`src/rtl/mailbox_irq_coalesce.sv`:
```
// Per-CPU interrupt coalescer: counts mailbox irq rising edges and raises a
// maskable interrupt on a count threshold or an age timeout; APB-programmed.
module mailbox_irq_coalesce #(
   parameter int N_NUMB_CPU  = 4,
   parameter int W_WIDTH_SYS = 32,
   parameter int CNT_W       = 8
) (
   input  logic                   pclk_i,
   input  logic                   preset_i,
   input  logic [N_NUMB_CPU-1:0]  irq_i,
   input  logic                   psel_i,
   input  logic                   penable_i,
   input  logic                   pwrite_i,
   input  logic [7:0]             paddr_i,
   input  logic [W_WIDTH_SYS-1:0] pwdata_i,
   output logic [W_WIDTH_SYS-1:0] prdata_o,
   output logic                   pready_o,
   output logic                   pslverr_o,
   output logic [N_NUMB_CPU-1:0]  irq_o
);

   localparam logic [7:0] A_ENABLE  = 8'h00;
   localparam logic [7:0] A_THRESH  = 8'h04;
   localparam logic [7:0] A_TIMEOUT = 8'h08;
   localparam logic [7:0] A_STATUS  = 8'h0C;
   localparam logic [7:0] A_ACK     = 8'h10;
   localparam logic [7:0] A_COUNT0  = 8'h20;

   localparam logic [CNT_W-1:0] CNT_MAX = '1;
   localparam logic [15:0]      TMR_MAX = 16'hFFFF;

   function automatic logic [CNT_W-1:0] sat_inc_cnt(input logic [CNT_W-1:0] v);
      return (v == CNT_MAX) ? v : v + 1'b1;
   endfunction

   function automatic logic [15:0] sat_inc_tmr(input logic [15:0] v);
      return (v == TMR_MAX) ? v : v + 1'b1;
   endfunction

   // A zero threshold would fire with no events pending, so it is promoted to 1.
   function automatic logic [CNT_W-1:0] thresh_fix(input logic [CNT_W-1:0] v);
      return (v == '0) ? CNT_W'(1) : v;
   endfunction

   logic [N_NUMB_CPU-1:0] enable_q;
   logic [CNT_W-1:0]      thresh_q;
   logic [15:0]           timeout_q;
   logic [N_NUMB_CPU-1:0] irq_q;
   logic [CNT_W-1:0]      cnt_q [N_NUMB_CPU];
   logic [15:0]           tmr_q [N_NUMB_CPU];
   logic [CNT_W-1:0]      cnt_d [N_NUMB_CPU];
   logic [15:0]           tmr_d [N_NUMB_CPU];
   logic [N_NUMB_CPU-1:0] rise;
   logic [N_NUMB_CPU-1:0] ack;
   logic [N_NUMB_CPU-1:0] fire;

   logic        access;
   logic        hit_enable, hit_thresh, hit_timeout, hit_status, hit_ack, hit_count;
   logic        rd_err, wr_err, wr_ok;
   logic [7:0]  cnt_off;
   logic [3:0]  cnt_idx;
   logic [31:0] rd_word;
   logic        unused_pwdata;

   assign unused_pwdata = ^pwdata_i;
   assign access        = psel_i & penable_i;
   assign pready_o      = access;

   always_comb begin
      cnt_off     = paddr_i - A_COUNT0;
      cnt_idx     = cnt_off[5:2];
      hit_enable  = (paddr_i == A_ENABLE);
      hit_thresh  = (paddr_i == A_THRESH);
      hit_timeout = (paddr_i == A_TIMEOUT);
      hit_status  = (paddr_i == A_STATUS);
      hit_ack     = (paddr_i == A_ACK);
      hit_count   = (paddr_i >= A_COUNT0) && (cnt_off[7:6] == 2'b00) &&
                    (cnt_off[1:0] == 2'b00) && (int'(cnt_idx) < N_NUMB_CPU);
      rd_err      = hit_ack | ~(hit_enable | hit_thresh | hit_timeout | hit_status | hit_count);
      wr_err      = ~(hit_enable | hit_thresh | hit_timeout | hit_ack);
      pslverr_o   = access & (pwrite_i ? wr_err : rd_err);
      wr_ok       = access & pwrite_i & ~wr_err;
   end

   always_comb begin
      rd_word = '0;
      if (hit_enable)  rd_word[N_NUMB_CPU-1:0] = enable_q;
      if (hit_thresh)  rd_word[CNT_W-1:0]      = thresh_q;
      if (hit_timeout) rd_word[15:0]           = timeout_q;
      if (hit_status)  rd_word[N_NUMB_CPU-1:0] = irq_o;
      if (hit_count) begin
         for (int i = 0; i < N_NUMB_CPU; i++) begin
            if (cnt_idx == 4'(i)) begin
               rd_word[31:16]      = tmr_q[i];
               rd_word[CNT_W-1:0]  = cnt_q[i];
            end
         end
      end
      prdata_o = '0;
      if (access && !pwrite_i && !rd_err) prdata_o[31:0] = rd_word;
   end

   // An ACK on the same edge as a new rise keeps that rise as the first event.
   always_comb begin
      rise = irq_i & ~irq_q;
      ack  = (wr_ok && hit_ack) ? pwdata_i[N_NUMB_CPU-1:0] : '0;
      fire = '0;
      for (int i = 0; i < N_NUMB_CPU; i++) begin
         fire[i] = (cnt_q[i] >= thresh_q) ||
                   ((timeout_q != '0) && (tmr_q[i] >= timeout_q));
         if (ack[i]) begin
            cnt_d[i] = rise[i] ? CNT_W'(1) : '0;
            tmr_d[i] = '0;
         end else begin
            cnt_d[i] = rise[i] ? sat_inc_cnt(cnt_q[i]) : cnt_q[i];
            tmr_d[i] = (cnt_q[i] != '0) ? sat_inc_tmr(tmr_q[i]) : '0;
         end
      end
   end

   always_ff @(posedge pclk_i or posedge preset_i) begin
      if (preset_i) begin
         enable_q  <= '0;
         thresh_q  <= CNT_W'(1);
         timeout_q <= '0;
      end else if (wr_ok) begin
         if (hit_enable)  enable_q  <= pwdata_i[N_NUMB_CPU-1:0];
         if (hit_thresh)  thresh_q  <= thresh_fix(pwdata_i[CNT_W-1:0]);
         if (hit_timeout) timeout_q <= pwdata_i[15:0];
      end
   end

   // Event state and coalesced output; irq_o follows fire one cycle later.
   always_ff @(posedge pclk_i or posedge preset_i) begin
      if (preset_i) begin
         irq_q <= '0;
         irq_o <= '0;
         for (int i = 0; i < N_NUMB_CPU; i++) begin
            cnt_q[i] <= '0;
            tmr_q[i] <= '0;
         end
      end else begin
         irq_q <= irq_i;
         irq_o <= enable_q & fire;
         for (int i = 0; i < N_NUMB_CPU; i++) begin
            cnt_q[i] <= cnt_d[i];
            tmr_q[i] <= tmr_d[i];
         end
      end
   end

endmodule

```
`config.mk`:
```
export PLATFORM = sky130hd
export DESIGN_NAME = mailbox_irq_coalesce
export DESIGN_NICKNAME = d
export VERILOG_FILES = /design/src/rtl/mailbox_irq_coalesce.sv
export SDC_FILE = /design/constraint.sdc
export NUM_CORES = 1
export LEC_CHECK = 0
export CORE_ASPECT_RATIO = 0.9
export CORE_MARGIN = 2
export CORE_UTILIZATION = 45
export CTS_BUF_LIST = sky130_fd_sc_hd__clkbuf_8
export CTS_CLUSTER_SIZE = 28
export DETAILED_ROUTE_END_ITERATION = 8
export PLACE_DENSITY = 0.77
export SYNTH_ARGS = -nofsm -noshare
export SYNTH_HDL_FRONTEND = slang
export SYNTH_SLANG_ARGS = --single-unit
export TNS_END_PERCENT = 30
```
`constraint.sdc`:
```
create_clock -name pclk_i -period 6.3 [get_ports pclk_i]
set_clock_uncertainty 0.1 [all_clocks]
set_input_delay 1.26 -clock pclk_i [delete_from_list [all_inputs] [get_ports pclk_i]]
set_output_delay 1.26 -clock pclk_i [all_outputs]
set_load 0.02 [all_outputs]
```
== Word level (Yosys, flattened, before mapping) ==
Index checks and enable logic that the tools add are counted.
Word-level totals
  register bits after elaboration: 132
  input port bits: 49
Operators by class
  add/sub/neg operators: 9
  magnitude comparators: 10
  eq/ne operators: 23
  mux-type cells: 46
  bitwise gates (word level): 15
  reduce and logical (&&, ||, !) cells: 37
Operators with widths (number)
  16-bit 2-to-1 mux: 18
  8-bit 2-to-1 mux: 19
  16-bit by 1-bit adder with 16-bit output, second input constant: 4
  16-bit == test, second input constant: 4
  16-bit >= comparator: 4
  8-bit by 1-bit adder with 8-bit output, second input constant: 4
  8-bit == test, second input constant: 4
  8-bit >= comparator: 4
  32-bit 2-to-1 mux: 1
  8-bit nonzero test: 4
  8-bit by 4-bit == test with 1-bit output, second input constant: 2
  8-bit zero test: 2
  16-bit nonzero test: 1
  2-bit AND reduction: 7
  4-bit 2-to-1 mux: 3
  3-bit inequality test, second input constant: 4
  1-bit logical AND: 10
  4-bit AND: 2
  4-bit by 2-bit == test with 1-bit output, second input constant: 2
  8-bit by 3-bit == test with 1-bit output, second input constant: 1
  8-bit by 5-bit == test with 1-bit output, second input constant: 1
  8-bit by 6-bit >= comparator with 1-bit output, second input constant: 1
  2-bit inequality test, second input constant: 4
  2-bit nonzero test: 4
  12 further kinds: 30

== Depth between registers and ports, before layout ==
Gate-level depths: netlist of the first run.
  depth in word-level cells: 11
  depth in mapped cells: 8

== Least setup slack after synthesis of the first run ==
Ideal clock, no wire load.
  path kind: input-to-output
  start: input port paddr_i[6]
  end: output port prdata_o[7]
  arrival time: 3.229 ns
  slack: 1.711 ns
  stages: 7
  buffers on the path: 2
  cell sequence: or4_4 or2_1 buf_6 nor2_1 clkbuf_1 a22oi_1 a211oi_1
Between the ends
  longest elaborated chain between the ends: 11
  elaborated cells between the ends (all ways): 27
  classes of those cells: add/sub: 1; order compare: 1; eq/ne: 4; mux: 8; bitwise: 6; reduce/logical: 7
RTL lines
  from (decl): line 14  | input logic [7:0] paddr_i,
  8-bit by 6-bit subtractor with 8-bit output: line 70  | cnt_off = paddr_i - A_COUNT0;
  2-bit zero test: line 77  | hit_count = (paddr_i >= A_COUNT0) && (cnt_off[7:6] == 2'b00) &&
  1-bit logical AND (2 in a row): line 77
  1-bit logical AND: line 78  | (cnt_off[1:0] == 2'b00) && (int'(cnt_idx) < N_NUMB_CPU);
  1-bit bitwise OR: line 79  | rd_err = hit_ack | ~(hit_enable | hit_thresh | hit_timeout | hit_status | hit_count);
  1-bit NOT: line 79
  1-bit bitwise OR: line 79
  1-bit zero test: line 100  | if (access && !pwrite_i && !rd_err) prdata_o[31:0] = rd_word;
  1-bit logical AND: line 100
  32-bit 2-to-1 mux *: line 100
  to (decl): line 16  | output logic [W_WIDTH_SYS-1:0] prdata_o,
Mark *: on every way between the ends. The rest lies on a longest branch, timed or not.

== Worst setup path in the final report of the first run ==
  start: input port paddr_i[5]
  end: output port prdata_o[15]
Between the ends
  longest elaborated chain between the ends: 11
  elaborated cells between the ends (all ways): 22
  classes of those cells: add/sub: 1; order compare: 2; eq/ne: 4; mux: 2; bitwise: 6; reduce/logical: 7
RTL lines (line)
  branches (longest 10 deep; another with 8-bit by 6-bit subtractor with 8-bit output)
  32-bit 2-to-1 mux *: 100
Every way passes the cells marked *.

==> results of run 1 <==
==> final timing paths <==
kind | start | to | depth (start not counted)
worst min-delay path | thresh_q[4] | thresh_q[4] | 1
worst max register to register | tmr_q[17] | tmr_q[18] | 6
worst min register to register | thresh_q[4] | thresh_q[4] | 1
worst max-delay path | paddr_i[5] | prdata_o[15] | 8
max in group asynchronous | preset_i | tmr_q[16] | 3
min in group asynchronous | preset_i | cnt_q[17] | 2
==> registers in the layout, summed over array words and instances, names as in the netlist <==
register   cells
cnt_q         32
tmr_q         64
thresh_q       8
timeout_q     16
enable_q       4
irq_o          4
irq_q          4
==> synth_stat cells (5+ instances only) <==
master,n
mux2_4,7
nor2b_1,11
a21oi_1,51
nand2b_1,14
buf_1,6
a22oi_1,8
mux4_2,20
clkbuf_1,15
mux2_2,24
and3_1,30
inv_1,42
xor2_1,30
nor4_1,11
nand4_1,32
a211oi_1,23
dfrtp_1,131
ha_1,109
o21ai_0,35
and2_1,19
and4_1,14
a311oi_1,5
o211ai_1,8
a31oi_1,8
nor4b_1,6
nor2_1,118
o41ai_1,5
nand3_1,36
nor3_1,26
o31a_1,8
a21o_1,6
xnor2_1,31
nor3b_1,5
nand2_1,81
==> cells by family after synthesis <==
logic type                 after synthesis  synth area share [%]
AOI/OAI and AO/OA                      184                 12.37
xor gates and xnor gates                61                 5.480
adders and majority gates              110                 14.09
buffers and inverters                   73                 3.170
DFF                                    132                 33.89
muxes                                   55                 8.881
and+or+nand+nor                        421                 22.11
==> area by class of cell <==
type	instances	area [um2]
Clock buffer	17	234.0
Clock inverter	15	178.9
Fill cell	1950	10290
Inverter	42	162.7
Multi-Input combinational cell	831	6157
Sequential cell	132	3304
Tap cell	291	364.1
Timing Repair Buffer	78	750.7
==> stage by stage <==
stage          hold slack, ns  cell area (um2)  worst slack [ns]  total power, mW
2_1_floorplan          0.3814             9749             1.416            1.841
3_3_place_gp           0.3984            10740            0.8427            2.081
3_5_place_dp           0.3997            10740            0.8019            2.135
4_1_cts                0.4230            11150            0.7712            2.903
5_1_grt                0.4345            11150            0.6188            3.107
6_report               0.4221            11150            0.7450            2.904
==> worst max-delay path, stage by stage <==
cell and delay (ns):
clkdlybuf4s50_1 0.46, or4_4 0.58, or2_1 0.35, nor2_1 0.20, buf_4 0.20, and3_1 0.35
and2_1 0.19, clkdlybuf4s50_1 0.61
==> routing by layer <==
layer / routed length [um] / share of wire [%]
met4: 959 / 3.6
met5: 0 / 0
met3: 1718 / 6.4
met1: 12030 / 45
met2: 12180 / 45
==> where the power goes <==
group	internal, mW	leakage (nW)	switching (mW)
Clock	0.395	0.205	0.369
Combinational	0.416	2.86	0.453
Sequential	0.978	1.75	0.294
Total	1.79	4.82	1.12
==> impl_metrics.py, run 1 <==
metrics = {
    "routing": {
        "drt-initial-drc-count": 771,
        "wl_um": 26890,
        "drt-pass1-iter-count": 7,
        "routed_via_density": 6.125,
        "wl_per_cell_um": 19.12,
        "drc": 0,
        "ant_nets": 0,
        "vias": 8612,
    },
    "min_path": {
        "hold_class": "reg2reg",
    },
    "die": {
        "io_pins": 87,
        "die_width_um": 159.2,
        "start_util_pct": 45.47,
        "core-area_um2": 21440,
        "die_y_um": 143.6,
        "core.rowCount": 51,
        "dieArea_um2": 22860,
    },
    "placed_design": {
        "port_buffers": 70,
        "routabilityCongestion": 0.9448,
        "place_inst": 1374,
        "dp_hpwl_um": 20160,
    },
    "sta": {
        "worst_pin_slew_ns": 1.228,
        "setup_viol": 0,
        "hold_viol": 0,
        "rsz0062_at_grt": "no",
        "final_max_slew_viol_count": 0,
        "max_slew_margin_pct": 17.35,
        "post-route-period-util_pct": 88.17,
        "max_freq_ghz": 0.1800,
        "setup_tns_ns": 0,
        "period_needed_ns": 5.555,
    },
    "worst_setup_path": {
        "critPathKind": "in2out",
        "rrSetupSlack_ns": 3.40,
        "cp_max_fo": 9,
        "cp.required_ns": 4.94,
        "worstPathArrival_ns": 4.19,
        "end_kind": "primary output",
        "startpoint_type": "input port",
    },
    "cells_and_area": {
        "antenna-diode-count": 0,
        "syn_to_final_growth_pct": 14.39,
        "drive_gt1_share_pct": 9.327,
        "layout_common_cells": "131 x dfrtp_1, 118 x nor2_1, 109 x ha_1",
        "finalNonFillerCells": 1406,
        "layout_commonest_cell": "dfrtp_1",
        "nets": 1260,
        "utilization_pct": 52.01,
    },
    "clock_network": {
        "cts_resized": 0,
        "path_clk_slew_ns": 0.08,
        "cts_sinks": 132,
        "hold_buffers": 0,
        "htree_levels": 4,
        "worstSkewPairLatency_ns": 0.46,
        "cts_tree": "yes",
        "cts_root_buf": "clkbuf_8",
        "clockBufferDepth": 2,
        "cts_setup_buffers": 0,
        "numCtsBuffers": 17,
    },
    "synth": {
        "ys_warn_count": 0,
        "ys_ff_latch": 132,
        "synth_cells": 1036,
        "synth_top_area_cell": "dfrtp_1",
        "synth_fp_nets": 1194,
        "yosysSeqAreaShare_pct": 33.89,
        "synth_top_flop_cell": "dfrtp_1",
        "synth.area.top_cells": "dfrtp_1 34%, ha_1 14%, mux4_2 4.6%",
        "synth_area_um2": 9749,
        "synth_top_area_share_pct": 33.62,
        "synthArstFlopShare_pct": 100.0,
        "avgSynthCellArea_um2": 9.411,
        "yosysUniqueCellTypes": 60,
        "synth_edf_count": 0,
    },
    "global_route": {
        "met3_usage_pct": 3.550,
        "use_met2_pct": 37.89,
        "grtUsageMet1_pct": 33.70,
        "grt_pass1_vias": 8180,
        "grt-busiest-layer": "met2",
        "grt_pass1_wl_um": 43730,
        "grt_overflow_total": 0,
        "grt_max_degree": 84,
        "grt_usage_pct": 24.19,
        "antenna_found_initial": 0,
    },
    "power_and_ir_drop": {
        "ir_drop_uv": 111.2,
        "powerDensity_nw_per_um2": 260.4,
        "power.leakage_nw": 4.815,
    },
    "outcome": {
        "outcome": "finished clean",
    },
    "job": {
        "drv_cap": 0,
    },
}
Note: power is estimated with default switching activity, not from simulation.
==> inputs of run 2 (changes only) <==
Settings changed: PLACE_DENSITY 0.77 to 0.68.
==> impl_metrics.py, run 2 (same netlist as run 1, synthesis figures left out) <==
metrics = {
    "min_path": {
        "hold_class": "reg2reg",
        "hold_path_depth": 1,
    },
    "power_and_ir_drop": {
        "powerDensity_nw_per_um2": 258.5,
        "p_int_mw": 1.758,
        "total_power_mw": 2.877,
        "combPwrFrac_pct": 29.9,
        "pwr-share-seq_pct": 44.3,
        "switching_share_pct": 38.91,
        "p_sw_mw": 1.120,
        "ir_drop_uv": 128.3,
        "power.leakage_nw": 4.811,
        "clkPwrFrac_pct": 25.7,
    },
    "worst_setup_path": {
        "worst-path-stages": 8,
        "rrSetupSlack_ns": 3.88,
        "end_kind": "primary output",
        "startpoint_type": "input port",
        "crit_chain": "clkdlybuf4s50_1, or4_4, or2_1, nor2_1, buf_4, and3_1, and2_1, clkdlybuf4s50_1",
        "crit_slowest_cell": "clkdlybuf4s50_1",
        "cpPeakStageDelay_ns": 0.61,
        "critPathKind": "in2out",
        "worstPathArrival_ns": 4.25,
        "cp_max_fo": 9,
        "crit_buf_inv": 3,
        "cp.required_ns": 4.94,
        "r2r_cells": 5,
        "path_delay_family": "simple AND/OR/NAND/NOR gates",
        "crit_path_frequent_cell": "clkdlybuf4s50_1",
    },
    "routing": {
        "routed_via_density": 6.031,
        "drt-initial-drc-count": 626,
        "wl_um": 27230,
        "wl_per_cell_um": 19.38,
        "vias": 8473,
        "ant_nets": 0,
        "drt-pass1-iter-count": 6,
        "drc": 0,
    },
    "job": {
        "drv_cap": 0,
    },
    "die": {
        "die_y_um": 143.6,
        "core-area_um2": 21440,
        "die_width_um": 159.2,
        "io_pins": 87,
        "dieArea_um2": 22860,
        "start_util_pct": 45.47,
        "core.rowCount": 51,
    },
    "clock_network": {
        "cts_tree": "yes",
        "hold_buffers": 0,
        "clockBufferDepth": 2,
        "cts_setup_buffers": 0,
        "cts_sinks": 132,
        "cts_root_buf": "clkbuf_8",
        "htree_levels": 4,
        "cts_resized": 0,
        "path_clk_slew_ns": 0.08,
        "numCtsBuffers": 17,
        "worstSkewPairLatency_ns": 0.47,
    },
    "outcome": {
        "outcome": "finished clean",
    },
    "global_route": {
        "grt_overflow_total": 0,
        "grt_max_degree": 84,
        "grt_usage_pct": 24.25,
        "antenna_found_initial": 0,
        "grt_pass1_wl_um": 43110,
        "grt_pass1_vias": 7923,
    },
    "placed_design": {
        "routabilityCongestion": 0.9301,
        "dp_hpwl_um": 20290,
        "port_buffers": 70,
    },
    "sta": {
        "worst_pin_slew_ns": 1.096,
        "max_freq_ghz": 0.1783,
        "period_needed_ns": 5.607,
        "post-route-period-util_pct": 89.00,
        "final_max_slew_viol_count": 0,
        "setup_tns_ns": 0,
        "max_slew_margin_pct": 26.40,
        "setup_viol": 0,
        "rsz0062_at_grt": "no",
        "hold_viol": 0,
    },
    "cells_and_area": {
        "nets": 1259,
        "largest_reg_flops": 64,
        "antenna-diode-count": 0,
        "reg_top3": "tmr_q x64, cnt_q x32, timeout_q x16",
        "regMostFlops": "tmr_q",
        "syn_to_final_growth_pct": 14.17,
        "drive_gt1_share_pct": 9.246,
        "layout_common_cells": "131 x dfrtp_1, 118 x nor2_1, 109 x ha_1",
        "layout_commonest_cell": "dfrtp_1",
    },
}
==> run 2: cell types whose count changed in the layout (fill, tap and decap cells not counted), sizes merged <==
cell,delta
bufinv,-1
buf,-1
clkinvlp,-2
clkbuf,+1
clkinv,+2
==> run 2: per-stage QoR <==
stage	utilization, %	setup WS [ns]	cells	hold WS (ns)	instance area (um2)
CTS	51.91	0.7409	1405	0.4341	11130
global route	51.91	0.5993	1405	0.4443	11130
floorplan	-	1.416	1036	0.3814	9749
detailed placement	50.05	0.7673	1373	0.4057	10730
finish	51.91	0.6927	1405	0.4298	11130
global placement	50.05	0.8117	1373	0.3995	10730
==> run 2: routing by layer <==
metal | track usage (%) | up-vias | share of wire [%]
li1 | - | 3972 | -
met1 | 34.54 | 4133 | 47
met2 | 36.75 | 311 | 44
met3 | 4.589 | 57 | 6.5
met4 | 9.187 | 0 | 2.8
met5 | 0 | - | 0
==> run 2: worst paths after layout <==
check                             from      endpoint
max reg2reg                  tmr_q[35]     tmr_q[32]
max                         paddr_i[5]  prdata_o[13]
min reg2reg                thresh_q[5]   thresh_q[5]
min in group asynchronous     preset_i     tmr_q[11]
max in group asynchronous     preset_i      irq_o[0]
min                        thresh_q[5]   thresh_q[5]
==> run 2: power by group through the flow <==
stage | registers [mW] | logic, mW | clock network, mW
2_1_floorplan | 1.16 | 0.684 | 0
5_1_grt | 1.30 | 0.991 | 0.794
6_report | 1.28 | 0.861 | 0.741
3_3_place_gp | 1.28 | 0.824 | 0
4_1_cts | 1.26 | 0.861 | 0.757
3_5_place_dp | 1.28 | 0.858 | 0
==> run 2: area by class of cell <==
cell class | instances | area, um2
multi-input cells | 831 | 6157
clock buffers | 18 | 247.7
clock inverters | 14 | 151.4
well taps | 291 | 364.1
flip-flops and latches | 132 | 3304
fillers | 1975 | 10310
repair buffers | 77 | 743.2
inverters | 42 | 162.7
